### config.mk
export PLATFORM = sky130hd
export DESIGN_NAME = fifo_ptr_launch
export DESIGN_NICKNAME = d
export VERILOG_FILES = /design/src/rtl/fifo_pkg.sv /design/src/rtl/fifo_ptr_launch_bin2gray.sv /design/src/rtl/fifo_ptr_launch.sv
export SDC_FILE = /design/constraint.sdc
export NUM_CORES = 1
export LEC_CHECK = 0
export ABC_AREA = 1
export CAP_MARGIN = 25
export CELL_PAD_IN_SITES_DETAIL_PLACEMENT = 1
export CELL_PAD_IN_SITES_GLOBAL_PLACEMENT = 1
export CORE_MARGIN = 1
export CORE_UTILIZATION = 36
export CTS_CLUSTER_SIZE = 24
export DETAILED_ROUTE_END_ITERATION = 10
export GPL_TIMING_DRIVEN = 0
export PLACE_DENSITY_LB_ADDON = 0.1
export SYNTH_ARGS = -nofsm -noshare
export SYNTH_HDL_FRONTEND = slang
export SYNTH_HIERARCHICAL = 1
export SYNTH_SLANG_ARGS = --single-unit
### constraint.sdc
create_clock -name clk -period 1.4 [get_ports clk]
set_input_delay 0.14 -clock clk [delete_from_list [all_inputs] [get_ports clk]]
set_output_delay 0.14 -clock clk [all_outputs]
set_load 0.02 [all_outputs]
### src/rtl/fifo_pkg.sv
// Shared types for the dual-clock FIFO pointer logic.
// Holds the default address width, the pointer/address types, the launch-side
// state encoding and the grouping of next-pointer wires.
package fifo_pkg;

    localparam int ADDR_W = 3;

    typedef logic [ADDR_W-1:0] addr_t;
    typedef logic [ADDR_W:0]   ptr_t;

    typedef enum logic [1:0] {
        HOLD = 2'd0,
        RUN  = 2'd1,
        ERR  = 2'd2
    } ptr_launch_state_e;

    // Pre-computed successor pointer in both encodings, loaded together on a transfer.
    typedef struct packed {
        ptr_t bin;
        ptr_t gray;
    } next_ptr_s;

endpackage

### src/rtl/fifo_ptr_launch_bin2gray.sv
// Binary to reflected-Gray converter, purely combinational.
module bin2gray #(
    parameter int W = 4
) (
    input  logic [W-1:0] bin_i,
    output logic [W-1:0] gray_o
);

    assign gray_o = bin_i ^ (bin_i >> 1);

endmodule

### src/rtl/fifo_ptr_launch.sv
// Launch-side pointer controller for one port of the dual-clock FIFO.
// Accepts requests with a valid/ready handshake, advances a wrap-bit binary
// pointer, drives the RAM address/enable and publishes a registered Gray
// pointer for the remote synchronizer.
// Optional build macro: FIFO_PTR_LAUNCH_CNT_EN adds a saturating 16-bit
// transfer counter (xfer_cnt_o) with a synchronous clear (cnt_clr_i).
// ADDR_W must match fifo_pkg::ADDR_W because the internal types come from the package.
module fifo_ptr_launch #(
    parameter int ADDR_W   = fifo_pkg::ADDR_W,
    parameter int HOLD_CYC = 3
) (
    input  logic              clk,
    input  logic              rst,
    input  logic              req_i,
    input  logic              block_i,
`ifdef FIFO_PTR_LAUNCH_CNT_EN
    input  logic              cnt_clr_i,
    output logic [15:0]       xfer_cnt_o,
`endif
    output logic              rdy_o,
    output logic              mem_en_o,
    output logic [ADDR_W-1:0] mem_addr_o,
    output logic [ADDR_W:0]   ptr_bin_o,
    output logic [ADDR_W:0]   ptr_gray_o,
    output logic              err_o
);

    import fifo_pkg::*;

    localparam logic [3:0] HOLD_LAST = 4'(HOLD_CYC - 1);

    ptr_launch_state_e state_q, state_d;
    logic [3:0]        hold_cnt_q;
    ptr_t              ptr_bin_q;
    ptr_t              ptr_gray_q;
    logic              err_q;
    ptr_t              bin_inc;
    ptr_t              gray_inc;
    next_ptr_s         nxt;
    addr_t             addr;
    logic              xfer;

    // Successor pointer; the Gray form is taken from the next value so the
    // registered Gray output is loaded directly and never passes through logic.
    assign bin_inc = ptr_bin_q + 1'b1;

    bin2gray #(
        .W (ADDR_W + 1)
    ) u_bin2gray (
        .bin_i  (bin_inc),
        .gray_o (gray_inc)
    );

    assign nxt  = '{bin: bin_inc, gray: gray_inc};
    assign addr = ptr_bin_q[ADDR_W-1:0];
    assign xfer = req_i & rdy_o;

    // Next-state and ready decode.
    always_comb begin
        // NOTE: every output of this block gets a default first, so no path leaves it unassigned and no latch is inferred.
        state_d = state_q;
        rdy_o   = 1'b0;
        case (state_q)
            HOLD: begin
                if (hold_cnt_q == HOLD_LAST) state_d = RUN;
            end
            RUN: begin
                rdy_o = ~block_i;
                if (req_i && block_i) state_d = ERR;
            end
            ERR: begin
                rdy_o = ~block_i;
            end
            default: state_d = HOLD;
        endcase
    end

    // State register and post-reset hold counter.
    always_ff @(posedge clk or posedge rst) begin
        if (rst) begin
            // NOTE: sequential state uses non-blocking assignments so every register samples pre-edge values.
            state_q    <= HOLD;
            hold_cnt_q <= '0;
        end else begin
            state_q <= state_d;
            if (state_q == HOLD) hold_cnt_q <= hold_cnt_q + 1'b1;
        end
    end

    // Binary and Gray pointers advance together on an accepted transfer.
    always_ff @(posedge clk or posedge rst) begin
        if (rst) begin
            ptr_bin_q  <= '0;
            ptr_gray_q <= '0;
        end else if (xfer) begin
            ptr_bin_q  <= nxt.bin;
            ptr_gray_q <= nxt.gray;
        end
    end

    // Sticky error: a request seen while blocked outside the hold window.
    always_ff @(posedge clk or posedge rst) begin
        if (rst) begin
            err_q <= 1'b0;
        end else if (state_q != HOLD && req_i && block_i) begin
            err_q <= 1'b1;
        end
    end

`ifdef FIFO_PTR_LAUNCH_CNT_EN
    logic [15:0] xfer_cnt_q;

    // Saturating transfer counter; clear wins over increment.
    always_ff @(posedge clk or posedge rst) begin
        if (rst) begin
            xfer_cnt_q <= '0;
        end else if (cnt_clr_i) begin
            xfer_cnt_q <= '0;
        end else if (xfer && xfer_cnt_q != 16'hFFFF) begin
            xfer_cnt_q <= xfer_cnt_q + 16'd1;
        end
    end

    assign xfer_cnt_o = xfer_cnt_q;
`endif

    assign mem_en_o   = xfer;
    assign mem_addr_o = addr;
    assign ptr_bin_o  = ptr_bin_q;
    assign ptr_gray_o = ptr_gray_q;
    assign err_o      = err_q;

endmodule

; Word level (Yosys, flattened, before mapping)
; Index checks and enable logic that the tools add are counted.
[op_classes]
n_eq_ne = 5
n_bitwise = 4
reduce_logical = 7
addsub = 2
mux = 4
[ops]
columns = cell, count
row1 = "adder 4 x 1 -> 4 bit, second input constant", 2
row2 = one-hot mux 2 bit (3 select lines), 1
row3 = "equality test 4 x 2 -> 1 bit, second input constant", 1
row4 = 2-to-1 mux 2 bit, 2
row5 = "!= test 2 bit, second input constant", 2
row6 = XOR 4 x 3 -> 4 bit, 1
row7 = logical AND 1 bit, 3
row8 = AND reduction 3 bit, 1
row9 = "equality test 2 x 1 -> 1 bit, second input constant", 1
row10 = "equality test 2 bit, second input constant", 1
row11 = logical NOT 2 bit, 1
row12 = inverter 1 bit, 2
row13 = nonzero test 2 bit, 1
row14 = OR reduction 2 bit, 1
row15 = AND 1 bit, 1
row16 = 2-to-1 mux 1 bit, 1
[word_totals]
wordCells = 27
output_inout_bits = 14
inputBits = 4
reg_bits = 15

; Logic depth before layout (Yosys ltp)
[logic_depth]
depth_word = 4
mapped_depth = 8
mapped_depth_nobuf = 8

; Modules after synthesis
; The synthesis kept the hierarchy.
[modules_own_cells]
columns = module, cells_per_inst, area_per_inst_um2, seq_area_each_um2, instances
row1 = fifo_ptr_launch, 85, 805.8, 375.4, 1
row2 = bin2gray, 14, 56.3, 0.0, 1

; Worst setup path before layout
; OpenSTA, ideal clock, no wires.
[synth_timing]
kind = flip-flop to flip-flop
from = reg ptr_bin_q[0] (netlist: ptr_bin_o[0])
to = reg ptr_gray_q[2] (netlist: ptr_gray_o[2])
stages_incl_launch_ff = 8
arrival_time_ns = 1.224
setup_ns = 0.116
path_slack_ns = 0.060
n_path_buf = 0
t_required_ns = 1.284
period_less_slack_ns = 1.340
path_cell_list = dfrtp_1 -> ha_1 -> xor2_1 -> inv_1 -> nand2_1 -> nand2_1 -> nand2_1 -> nand2_1
[synth_via]
elab_chain_len = 2
[synth_lines]
columns = element, line_no
row1 = "start, declared", fifo_ptr_launch.sv:34  ; ptr_t ptr_bin_q;
row2 = "start signal, assigned", fifo_ptr_launch.sv:96  ; ptr_bin_q <= nxt.bin;
row3 = adder 4 x 1 -> 4 bit, fifo_ptr_launch.sv:45  ; assign bin_inc = ptr_bin_q + 1'b1;
row4 = named net bin_inc[2], fifo_ptr_launch.sv:37  ; ptr_t bin_inc;
row5 = XOR 4 x 3 -> 4 bit, fifo_ptr_launch_bin2gray.sv:9  ; assign gray_o = bin_i ^ (bin_i >> 1);
row6 = named net gray_inc[2], fifo_ptr_launch.sv:38  ; ptr_t gray_inc;
row7 = "end signal, assigned", fifo_ptr_launch.sv:97  ; ptr_gray_q <= nxt.gray;
row8 = "end, declared", fifo_ptr_launch.sv:35  ; ptr_t ptr_gray_q;
; The timed path passes the listed nets, and every way through them passes these cells.
; A chain may end at the register's enable or synchronous reset.

; Final worst setup path
[layout_timing]
from = reg state_q[0]
to = out mem_en_o
[layout_via]
elab_chain_len = 4
word_cells_on_any_way = 5
cone_classes = eq/ne: 2 / mux: 1 / bitwise: 1 / reduce/logical: 1
[layout_lines]
columns = element, line_no
row1 = "start, declared", fifo_ptr_launch.sv:32  ; ptr_launch_state_e state_q, state_d;
row2 = "start signal, assigned", fifo_ptr_launch.sv:85  ; state_q <= state_d;
row3 = equality test 2 x 1 -> 1 bit or equality test 2 bit (tied branches), fifo_ptr_launch.sv:63  ; case (state_q)
row4 = OR reduction 2 bit (no source line) *, -
row5 = 2-to-1 mux 1 bit *, -
row6 = AND 1 bit *, fifo_ptr_launch.sv:56  ; assign xfer = req_i & rdy_o;
row7 = "end, declared", fifo_ptr_launch.sv:21  ; output logic mem_en_o,
; Mark *: on every way between the ends. The rest lies on a longest branch, timed or not.

==> flow_summary.json <==
{
  "synth_top_area_cell": "dfrtp_1",
  "yosysWarnings": 6,
  "n_antenna_cell": 0,
  "hpwl_mm": 1.315,
  "grt_start_max_net_pins": 16,
  "gp_congestion": 0.7031,
  "synth_area_per_cell_um2": 8.708,
  "grt_pass1_wl_mm": 3.567,
  "finalSetupViolCount": 2,
  "ys_ff_latch": 15,
  "timing.rr.end": "ptr_bin_o[0]",
  "outcome": "finished, violations left",
  "postPlaceCellArea_um2": 1067,
  "p_leak_uw": 0.0006755,
  "postSynth.asyncResetShare": 1.000,
  "post-synth-top-count-cell": "nand2_1",
  "reg2reg_from": "state_q[0]",
  "hold_viol": 0,
  "rrSetupSlack_ps": 30,
  "grt_usage": 0.1952,
  "crit_arrival_ps": 1420,
  "grt_pass1_vias": 767,
  "vias": 730,
  "rsz0062_at_grt": "yes",
  "synth-xor-area-share": 0.05080,
  "grt_most_used_layer": "met2",
  "gr-usage-met3": 0.01786,
  "max_clock_freq_mhz": 642.6,
  "cp-start-kind": "register",
  "dieWidth_um": 50.94,
  "clock_latency_ps": 290,
  "setup_slack_ps": -156.2,
  "cts_tree": "done",
  "die_area_um2": 2594,
  "synth_top_family_by_area": "simple AND/OR/NAND/NOR gates",
  "crit_path_end_kind": "output pin",
  "synthAdderAreaFrac": 0.1161,
  "syn_inst": 99,
  "clockRootBuffer": "clkbuf_4",
  "final_area_um2": 1207,
  "grt_antenna_before_repair": 0,
  "max_slew.worst_pin.slew_ps": 613.6,
  "yosysSeqAreaShare": 0.4354,
  "hold_path_class": "in -> async",
  "required_ps": 1260,
  "synth_flop_cell": "dfrtp_1",
  "fin_total_pwr_uw": 2954,
  "start_util": 0.3860,
  "finalCritPeriodShare": 1.112,
  "max_slew_margin": 0.5905,
  "slew_viol_final": 0,
  "final_layout_size_suffix_gt1_frac": 0.2824,
  "synth_top_area_share": 0.4354,
  "wl_mm": 2.107,
  "drcViolationCount": 0,
  "drt_pass1_iterations": 4,
  "grtUsageMet2": 0.3026,
  "num_io_pins": 18,
  "clk_path_buf_depth": 2,
  "muxShareOfSynthArea": 0,
  "core.rowCount": 17,
  "ir_drop_mv": 1.080,
  "fin_skew_ps": 1.001,
  "drtAntennaViolNets": 0,
  "area_delta_synth_final_pct": 40.06,
  "wl_per_cell_um": 13.25,
  "portBuffers": 17,
  "drt_iter0_markers": 8,
  "clk_pin_slew_ps": 90,
  "reg2regPathDepth": 7,
  "cts_sinks": 15,
  "synth-simple-area-share": 0.2612,
  "vias_per_cell": 4.591,
  "synth_nets": 111,
  "grt_overflow": 0,
  "netlist_area_um2": 862.1,
  "synthTopCellsByCount": "37 x nand2_1, 15 x dfrtp_1, 12 x inv_1, 8 x ha_1",
  "crit_type": "reg -> out",
  "crit_fanout": 6,
  "fin_nets": 144,
  "power_density_nw_per_um2": 2447,
  "post-route-min-period_ps": 1556,
  "core-area_um2": 2233,
  "violations": "setup timing",
  "fp.dieH_um": 50.94,
  "synth_compound_area_frac": 0.03338,
  "use_met1": 0.2477,
  "synth_cell_types": 20,
  "synth-edff-count": 0,
  "synthTopCellsByArea": "dfrtp_1 44%, nand2_1 16%, ha_1 12%",
  "h-tree-depth": 1,
  "numCtsBuffers": 3,
  "drv_cap": 0
}
how the worst max path moves through the flow:
stage | cells past startpoint | startpoint | to | slack (ps)
floorplan | 7 | ptr_bin_o[0] | ptr_gray_o[2] | 60
global placement | 7 | state_q[0] | mem_en_o | -460
detailed placement | 7 | state_q[0] | mem_en_o | -490
CTS | 7 | state_q[1] | mem_en_o | -150
global route | 7 | state_q[0] | mem_en_o | -210
finish | 7 | state_q[0] | mem_en_o | -160
through the flow:
stage	setup slack [ps]	util	hold WS, ps	TNS [ps]	std cells
2_1_floorplan	59.67	-	41.48	0	99
6_report	-156.2	0.5406	221.8	-259.5	159
3_5_place_dp	-487.4	0.4779	470.1	-778.9	144
5_1_grt	-213.9	0.5406	297.9	-435.0	159
3_3_place_gp	-462.8	0.4779	460.0	-717.5	144
4_1_cts	-154.3	0.5182	240.8	-257.1	154
layout by cell type (no fill, tap or decap):
| master | count |
|---|---|
| inv_1 | 9 |
| a21oi_1 | 1 |
| nand4_1 | 2 |
| clkbuf_4 | 3 |
| dfrtp_2 | 3 |
| buf_4 | 14 |
| ha_4 | 1 |
| clkbuf_1 | 1 |
| inv_8 | 1 |
| and2_1 | 1 |
| buf_2 | 1 |
| xor2_2 | 1 |
| ha_1 | 6 |
| o21bai_1 | 1 |
| nand3_2 | 1 |
| nand3_1 | 3 |
| dlygate4sd2_1 | 9 |
| dlymetal6s2s_1 | 3 |
| dfrtp_1 | 12 |
| clkdlybuf4s50_1 | 3 |
| a21oi_4 | 1 |
| inv_2 | 3 |
| ha_2 | 1 |
| nand2_1 | 37 |
| nand2_2 | 2 |
| nor2_1 | 2 |
| buf_6 | 3 |
| xor2_1 | 3 |
| nor2_4 | 1 |
| xnor2_1 | 1 |
| nand2_4 | 1 |
worst max-delay path, cell delays in order (launching register included):
cell	delay (ps)
dfrtp_1	390
inv_2	60
ha_4	260
inv_2	40
nor2_4	110
nand2_4	80
inv_8	70
buf_6	110
state kept, by name (all words and copies together), names as in the netlist:
register and count:
err_o 1, hold_cnt_q 4, ptr_bin_o 4, ptr_gray_o 4
state_q 2
final cells by class:
cell class                 instances  area, um^2
fill                             271        1026
buffer                             5       35.03
tap                               28       35.03
inverter                          13       56.30
clock buffer                       4       26.28
timing repair buffer              28       255.2
sequential                        15       379.1
multi-input combinational         66       420.4
layer usage:
layer  vias to the layer above  part of all wire
li1                        359                 -
met1                       349              0.45
met2                        16              0.49
met3                         6             0.028
met4                         0             0.032
met5                         -                 0
timing repair:
item                                    in CTS  in global routing
buffers inserted                             6                  5
pin swaps                                    2                  2
resized for setup                           30                  5
hold buffers                                 0                  0
cloned                                       0                  0
endpoints found under the setup margin      15                 10
where the power goes:
part           switching, uW  internal (uW)
combinational           1000            845
sequential               202            640
clock                    152            111
logic make-up (layout without fill, tap and decap cells):
family	after synthesis	in the layout
compound gates	3	3
xor+xnor	5	5
fa+ha+maj	8	8
buf+inv	18	50
flops	15	15
simple gates	50	50
No activity file was read; power rests on OpenSTA's default activity.
